--- config.mk ---
export PLATFORM = sky130hd
export DESIGN_NAME = parking_ctrl_flat
export DESIGN_NICKNAME = d
export VERILOG_FILES = /design/src/rtl/parking_pkg.sv /design/src/rtl/parking_ctrl_if.sv /design/src/rtl/parking_ctrl_seg7_dec.sv /design/src/rtl/parking_ctrl.sv /design/src/flat_wrapper.sv
export SDC_FILE = /design/constraint.sdc
export NUM_CORES = 1
export LEC_CHECK = 0
export CORE_UTILIZATION = 40
export DETAILED_ROUTE_END_ITERATION = 6
export GPL_TIMING_DRIVEN = 1
export PLACE_DENSITY = 0.68
export SYNTH_ARGS = -nofsm -noshare
export SYNTH_HDL_FRONTEND = slang
export SYNTH_SLANG_ARGS = --single-unit
--- constraint.sdc ---
create_clock -name CLK -period 5.2 [get_ports CLK]
set_input_delay 1.56 -clock CLK [delete_from_list [all_inputs] [get_ports CLK]]
set_output_delay 1.56 -clock CLK [all_outputs]
set_load 0.02 [all_outputs]
--- src/rtl/parking_pkg.sv ---
// parking_pkg -- shared definitions for the parking controller slice.
//   state_t       : controller FSM states (IDLE / ENTER / LEAVE)
//   DEF_CAPACITY  : default number of parking spaces
//   DEF_GATE_CYC  : default gate-open time in cycles per accepted car
//   SEG_TABLE     : 16-entry active-low 7-segment table, bit order {g,f,e,d,c,b,a}
//   seg_pattern() : table lookup helper
package parking_pkg;

  typedef enum logic [1:0] {
    IDLE  = 2'd0,
    ENTER = 2'd1,
    LEAVE = 2'd2
  } state_t;

  localparam int DEF_CAPACITY = 8;
  localparam int DEF_GATE_CYC = 50;

  // Entry n sits at bits [7n+6:7n]; hex glyphs 0..F, active-low.
  localparam logic [15:0][6:0] SEG_TABLE = '{
    7'h0E, 7'h06, 7'h21, 7'h46,  // F E d C
    7'h03, 7'h08, 7'h10, 7'h00,  // b A 9 8
    7'h78, 7'h02, 7'h12, 7'h19,  // 7 6 5 4
    7'h30, 7'h24, 7'h79, 7'h40   // 3 2 1 0
  };

  function automatic logic [6:0] seg_pattern(input logic [3:0] val);
    return SEG_TABLE[val];
  endfunction

endpackage

--- src/rtl/parking_ctrl_if.sv ---
// parking_ctrl_if -- sensor/status bundle of the parking controller.
//   Entry_P, Exit_P : single-cycle debounced sensor pulses (into controller)
//   Occ             : cars currently parked (CNT_W bits)
//   Full, Empty     : occupancy flags
//   Gate_In/Gate_Out: gate open indications
//   Reject          : one-cycle refusal pulse
//   Seg             : active-low 7-segment free-space display
// Modports: master = sensor/host side, slave = controller.
interface parking_ctrl_if #(
  parameter int CNT_W = 4
) ();

  logic             Entry_P;
  logic             Exit_P;
  logic [CNT_W-1:0] Occ;
  logic             Full;
  logic             Empty;
  logic             Gate_In;
  logic             Gate_Out;
  logic             Reject;
  logic [6:0]       Seg;

  modport master (
    output Entry_P, Exit_P,
    input  Occ, Full, Empty, Gate_In, Gate_Out, Reject, Seg
  );

  modport slave (
    input  Entry_P, Exit_P,
    output Occ, Full, Empty, Gate_In, Gate_Out, Reject, Seg
  );

endinterface

--- src/rtl/parking_ctrl_seg7_dec.sv ---
// seg7_dec -- combinational hex to active-low 7-segment decoder.
//   val : 4-bit value 0..F
//   seg : active-low segment pattern {g,f,e,d,c,b,a}
module seg7_dec
  import parking_pkg::*;
(
  input  logic [3:0] val,
  output logic [6:0] seg
);

  always_comb begin
    seg = seg_pattern(val);
  end

endmodule

--- src/rtl/parking_ctrl.sv ---
// parking_ctrl -- parking lot entry/exit gate controller.
//   CLK : system clock, rising edge
//   RST : asynchronous active-high reset
//   bus : parking_ctrl_if.slave (sensor pulses in; Occ, Full, Empty,
//         Gate_In, Gate_Out, Reject, Seg out)
// Each accepted car opens its gate for GATE_CYC cycles; pulses arriving
// while a gate is open are remembered in one pending bit per direction.
// Exit requests win over entry requests.
// Optional macro PARKING_DISPLAY_EN: registered 7-segment display of free
// spaces; without it Seg is tied to 7'h7F (all segments off).
module parking_ctrl
  import parking_pkg::*;
#(
  parameter int CAPACITY = DEF_CAPACITY,
  parameter int GATE_CYC = DEF_GATE_CYC,
  parameter int CNT_W    = 4
) (
  input  logic          CLK,
  input  logic          RST,
  parking_ctrl_if.slave bus
);

  localparam int               TIM_W  = $clog2(GATE_CYC);
  localparam logic [CNT_W-1:0] CAP    = CNT_W'(CAPACITY);
  localparam logic [TIM_W-1:0] RELOAD = TIM_W'(GATE_CYC - 1);

  state_t           state;
  logic [CNT_W-1:0] occ;
  logic [TIM_W-1:0] timer;
  logic             pend_in, pend_out;
  logic             full_q, empty_q, gin_q, gout_q, rej_q;

  logic req_in, req_out;
  assign req_in  = bus.Entry_P | pend_in;
  assign req_out = bus.Exit_P  | pend_out;

  always_ff @(posedge CLK or posedge RST) begin
    if (RST) begin
      state    <= IDLE;
      occ      <= '0;
      timer    <= '0;
      pend_in  <= 1'b0;
      pend_out <= 1'b0;
      full_q   <= 1'b0;
      empty_q  <= 1'b1;
      gin_q    <= 1'b0;
      gout_q   <= 1'b0;
      rej_q    <= 1'b0;
    end else begin
      rej_q <= 1'b0;
      // Unserviced pulses accumulate; the branches below clear a bit when
      // its request is serviced (accepted or refused).
      pend_in  <= pend_in  | bus.Entry_P;
      pend_out <= pend_out | bus.Exit_P;
      case (state)
        IDLE: begin
          if (req_out) begin
            pend_out <= 1'b0;
            if (occ == '0) begin
              rej_q <= 1'b1;
            end else begin
              state   <= LEAVE;
              timer   <= RELOAD;
              occ     <= occ - CNT_W'(1);
              gout_q  <= 1'b1;
              full_q  <= 1'b0;
              empty_q <= (occ == CNT_W'(1));
            end
          end else if (req_in) begin
            pend_in <= 1'b0;
            if (occ == CAP) begin
              rej_q <= 1'b1;
            end else begin
              state   <= ENTER;
              timer   <= RELOAD;
              occ     <= occ + CNT_W'(1);
              gin_q   <= 1'b1;
              empty_q <= 1'b0;
              full_q  <= (occ == CAP - CNT_W'(1));
            end
          end
        end
        ENTER, LEAVE: begin
          if (timer == '0) begin
            state  <= IDLE;
            gin_q  <= 1'b0;
            gout_q <= 1'b0;
          end else begin
            timer <= timer - TIM_W'(1);
          end
        end
        default: state <= IDLE;
      endcase
    end
  end

  assign bus.Occ      = occ;
  assign bus.Full     = full_q;
  assign bus.Empty    = empty_q;
  assign bus.Gate_In  = gin_q;
  assign bus.Gate_Out = gout_q;
  assign bus.Reject   = rej_q;

`ifdef PARKING_DISPLAY_EN
  logic [CNT_W-1:0] free_cnt;
  logic [6:0]       seg_d, seg_q;

  assign free_cnt = CAP - occ;

  seg7_dec u_seg7_dec (
    .val (4'(free_cnt)),
    .seg (seg_d)
  );

  always_ff @(posedge CLK or posedge RST) begin
    if (RST) seg_q <= seg_pattern(4'(CAPACITY));
    else     seg_q <= seg_d;
  end

  assign bus.Seg = seg_q;
`else
  assign bus.Seg = 7'h7F;
`endif

endmodule

--- src/flat_wrapper.sv ---
// flat-port wrapper written by rule: the top's interface ports become plain ports
module parking_ctrl_flat import parking_pkg::*;
#(
  parameter int CAPACITY = DEF_CAPACITY,
  parameter int GATE_CYC = DEF_GATE_CYC,
  parameter int CNT_W    = 4
)
  (CLK, RST, bus_Entry_P, bus_Exit_P, bus_Occ, bus_Full, bus_Empty, bus_Gate_In, bus_Gate_Out, bus_Reject, bus_Seg);
  parking_ctrl_if #(.CNT_W(CNT_W)) bus_i ();
  input  logic CLK;
  input  logic RST;
  input wire logic [$bits(bus_i.Entry_P)-1:0] bus_Entry_P;
  input wire logic [$bits(bus_i.Exit_P)-1:0] bus_Exit_P;
  output wire logic [$bits(bus_i.Occ)-1:0] bus_Occ;
  output wire logic [$bits(bus_i.Full)-1:0] bus_Full;
  output wire logic [$bits(bus_i.Empty)-1:0] bus_Empty;
  output wire logic [$bits(bus_i.Gate_In)-1:0] bus_Gate_In;
  output wire logic [$bits(bus_i.Gate_Out)-1:0] bus_Gate_Out;
  output wire logic [$bits(bus_i.Reject)-1:0] bus_Reject;
  output wire logic [$bits(bus_i.Seg)-1:0] bus_Seg;
  assign bus_i.Entry_P = bus_Entry_P;
  assign bus_i.Exit_P = bus_Exit_P;
  assign bus_Occ = bus_i.Occ;
  assign bus_Full = bus_i.Full;
  assign bus_Empty = bus_i.Empty;
  assign bus_Gate_In = bus_i.Gate_In;
  assign bus_Gate_Out = bus_i.Gate_Out;
  assign bus_Reject = bus_i.Reject;
  assign bus_Seg = bus_i.Seg;
  parking_ctrl #(.CAPACITY(CAPACITY), .GATE_CYC(GATE_CYC), .CNT_W(CNT_W)) u_core (.CLK(CLK), .RST(RST), .bus(bus_i));
endmodule
==> impl_metrics.env <==
export IMPL_ys_seq_area_share_pct=40.6
export IMPL_ios=20
export IMPL_finalClockSkew_ns=0.00954
export IMPL_seqPwrFrac_pct=31.7
export IMPL_antenna_cells=0
export IMPL_synth_compound_area_share_pct=24.6
export IMPL_htree_levels=1
export IMPL_syn_inst=118
export IMPL_die_area_um2=3150
export IMPL_clock_latency_ns=0.31
export IMPL_endpoint_kind="flip-flop"
export IMPL_final_cell_mix="dfrtp_1 (18), inv_1 (13), clkdlybuf4s50_1 (12)"
export IMPL_slew_viol_final=0
export IMPL_initial_core_util_pct=42.6
export IMPL_yosysWarnings=0
export IMPL_synthArstFlopShare_pct=100
export IMPL_pwr_share_clk_pct=9.8
export IMPL_cts_root_buf="clkbuf_4"
export IMPL_post_cts_resized=0
export IMPL_dr_pass1_iters=5
export IMPL_finalHoldViolations=0
export IMPL_clock_sinks=19
export IMPL_cts_tree="yes"
export IMPL_grt_total_usage_pct=15.9
export IMPL_drc=0
export IMPL_portBuffers=12
export IMPL_fp_dieH_um=56.2
export IMPL_area_growth_pct=11.9
export IMPL_synth_xor_area_share_pct=2.99
export IMPL_switching_power_uw=380
export IMPL_cts_buffers_inserted=3
export IMPL_setup_viol_count_final=0
export IMPL_wl_met3_um=123
export IMPL_rows=19
export IMPL_grt_pass1_vias=865
export IMPL_grt_overflow=0
export IMPL_gp_congestion=0.913
export IMPL_peakVddDrop_uv=374
export IMPL_synth_avg_cell_area_um2=9.95
export IMPL_wl_met1_um=1040
export IMPL_synth_fa_ha_area_share_pct=7.46
export IMPL_finalCriticalPeriod_ns=3.16
export IMPL_fin_util_pct=47.6
export IMPL_max_clock_path_buffers=2
export IMPL_relSlewSlack_pct=50.9
export IMPL_synth_edff_count=0
export IMPL_swShare_pct=47.1
export IMPL_ys_types=39
export IMPL_highest_layer="met4"
export IMPL_worstPathArrival_ns=3.37
export IMPL_min_period_over_period_pct=60.8
export IMPL_netlist_area_um2=1170
export IMPL_hold_path_cell_count=2
export IMPL_synth_top_family_by_area="compound AO/OA/AOI/OAI gates"
export IMPL_hold_path_class="flip-flop to flip-flop"
export IMPL_viasPerCell=5.56
export IMPL_drive_gt1_share_pct=7.63
export IMPL_post_cts_setup_buffer_count=0
export IMPL_p_comb_share_pct=58.5
export IMPL_vias=900
export IMPL_status="finished clean"
export IMPL_path_max_fanout=10
export IMPL_wire_per_inst_um=13.7
export IMPL_largest_register="u_core.timer"
export IMPL_place_hpwl_um=1620
export IMPL_wl_um=2220
export IMPL_worst_slew_pin_slew_ns=0.728
export IMPL_ff2ff_path_depth=6
export IMPL_clkTransAtPathRegs_ns=0.12
export IMPL_max_freq_mhz=316
export IMPL_synth_simple_area_share_pct=11.3
export IMPL_max_cap_violations=0
export IMPL_synth_seq_cells=19
export IMPL_antenna_found_initial=0
export IMPL_grt_max_degree=20
export IMPL_p_int_uw=426
export IMPL_path_class="input pin to flip-flop"
export IMPL_grt_pass1_wl_um=3880
export IMPL_grt_setup_unrepaired="false"
export IMPL_p_leak_uw=0.000556
export IMPL_ys_flop_type="dfrtp_1"
export IMPL_layout_commonest_cell="dfrtp_1"
export IMPL_core_area_um2=2760
export IMPL_drt_iter0_drc=27
export IMPL_setup_tns_final_ns=0
export IMPL_critPathLaunchType="input pin"
export IMPL_power_density_nw_per_um2=614
export IMPL_wl_met2_um=1020
export IMPL_antenna_left=0
export IMPL_largest_register_ffs=6
export IMPL_muxShareOfSynthArea_pct=2.77
export IMPL_nets=143
export IMPL_fp_dieW_um=56.2
export IMPL_required_ns=5.40
export IMPL_ctsHoldBuffers=0
kinds of logic after synthesis:
kind of cell	count (synthesis)
buffers and inverters	22
DFF	19
and+or+nand+nor	26
AOI/OAI and AO/OA	36
muxes	3
adders and majority gates	7
xor gates and xnor gates	4
other	1
area by class of cell:
class	count	area, um2
clock buffers	4	26.3
flip-flops and latches	19	477
inverters	13	48.8
repair buffers	12	120
fillers	270	1440
multi-input cells	83	603
well taps	31	38.8
path summary, 6_finish.rpt:
kind / startpoint / endpoint / slack, ns
worst max-delay path: bus_Exit_P / u_core.timer[1] / 2.04
worst min-delay path: u_core.bus.Empty / u_core.bus.Empty / 0.47
worst max register to register: u_core.bus.Occ[0] / u_core.bus.Gate_In / 3.10
worst min register to register: u_core.bus.Empty / u_core.bus.Empty / 0.47
max in group asynchronous: RST / u_core.state[0] / 3.08
min in group asynchronous: RST / u_core.bus.Occ[0] / 1.66
metrics by stage:
step	total power, uW	hold slack, ns	std cells	area [um2]	setup WS [ns]
3_5_place_dp	728	0.454	158	1290	1.73
6_report	806	0.469	162	1310	2.04
4_1_cts	810	0.472	162	1310	2.05
2_1_floorplan	623	0.473	124	1200	2.45
3_3_place_gp	717	0.453	158	1290	1.78
5_1_grt	870	0.479	162	1310	1.97
layer usage:
metal  vias to the layer above  global-route usage [%]
met5                         -                       0
met4                         0                    5.57
met3                         6                    5.35
met2                        27                    23.8
met1                       429                    21.4
li1                        438                       -
cell usage after synthesis, types with 2 or more instances:
cell type | n | area share, %
ha_1 | 7 | 7.5
o22ai_1 | 3 | 1.6
o211ai_1 | 2 | 1.3
nand3_1 | 3 | 1.3
mux2_1 | 2 | 1.9
o21ai_1 | 5 | 2.1
inv_1 | 13 | 4.2
nand2_1 | 6 | 1.9
xnor2_1 | 3 | 2.2
nand4_1 | 2 | 1.1
a22o_1 | 6 | 4.5
dfrtp_1 | 18 | 38
nor2_1 | 7 | 2.2
buf_4 | 7 | 4.5
o2bb2ai_1 | 2 | 1.5
nor3_1 | 2 | 0.85
o21ai_0 | 2 | 0.85
nor4_1 | 2 | 1.1
a21oi_1 | 6 | 2.6
power groups by stage:
stage	clock [uW]	sequential (uW)	combinational, uW
floorplan	0	275	349
global placement	0	257	461
detailed placement	0	258	469
CTS	82.2	255	472
global route	86.1	265	519
finish	79.0	256	471
critical path: stages:
cell and delay, ns:
clkdlybuf4s50_1 0.51, o41ai_2 0.49, a31o_1 0.43, nand2_1 0.11
a32o_1 0.27
Power figures use the tool's default switching activity.
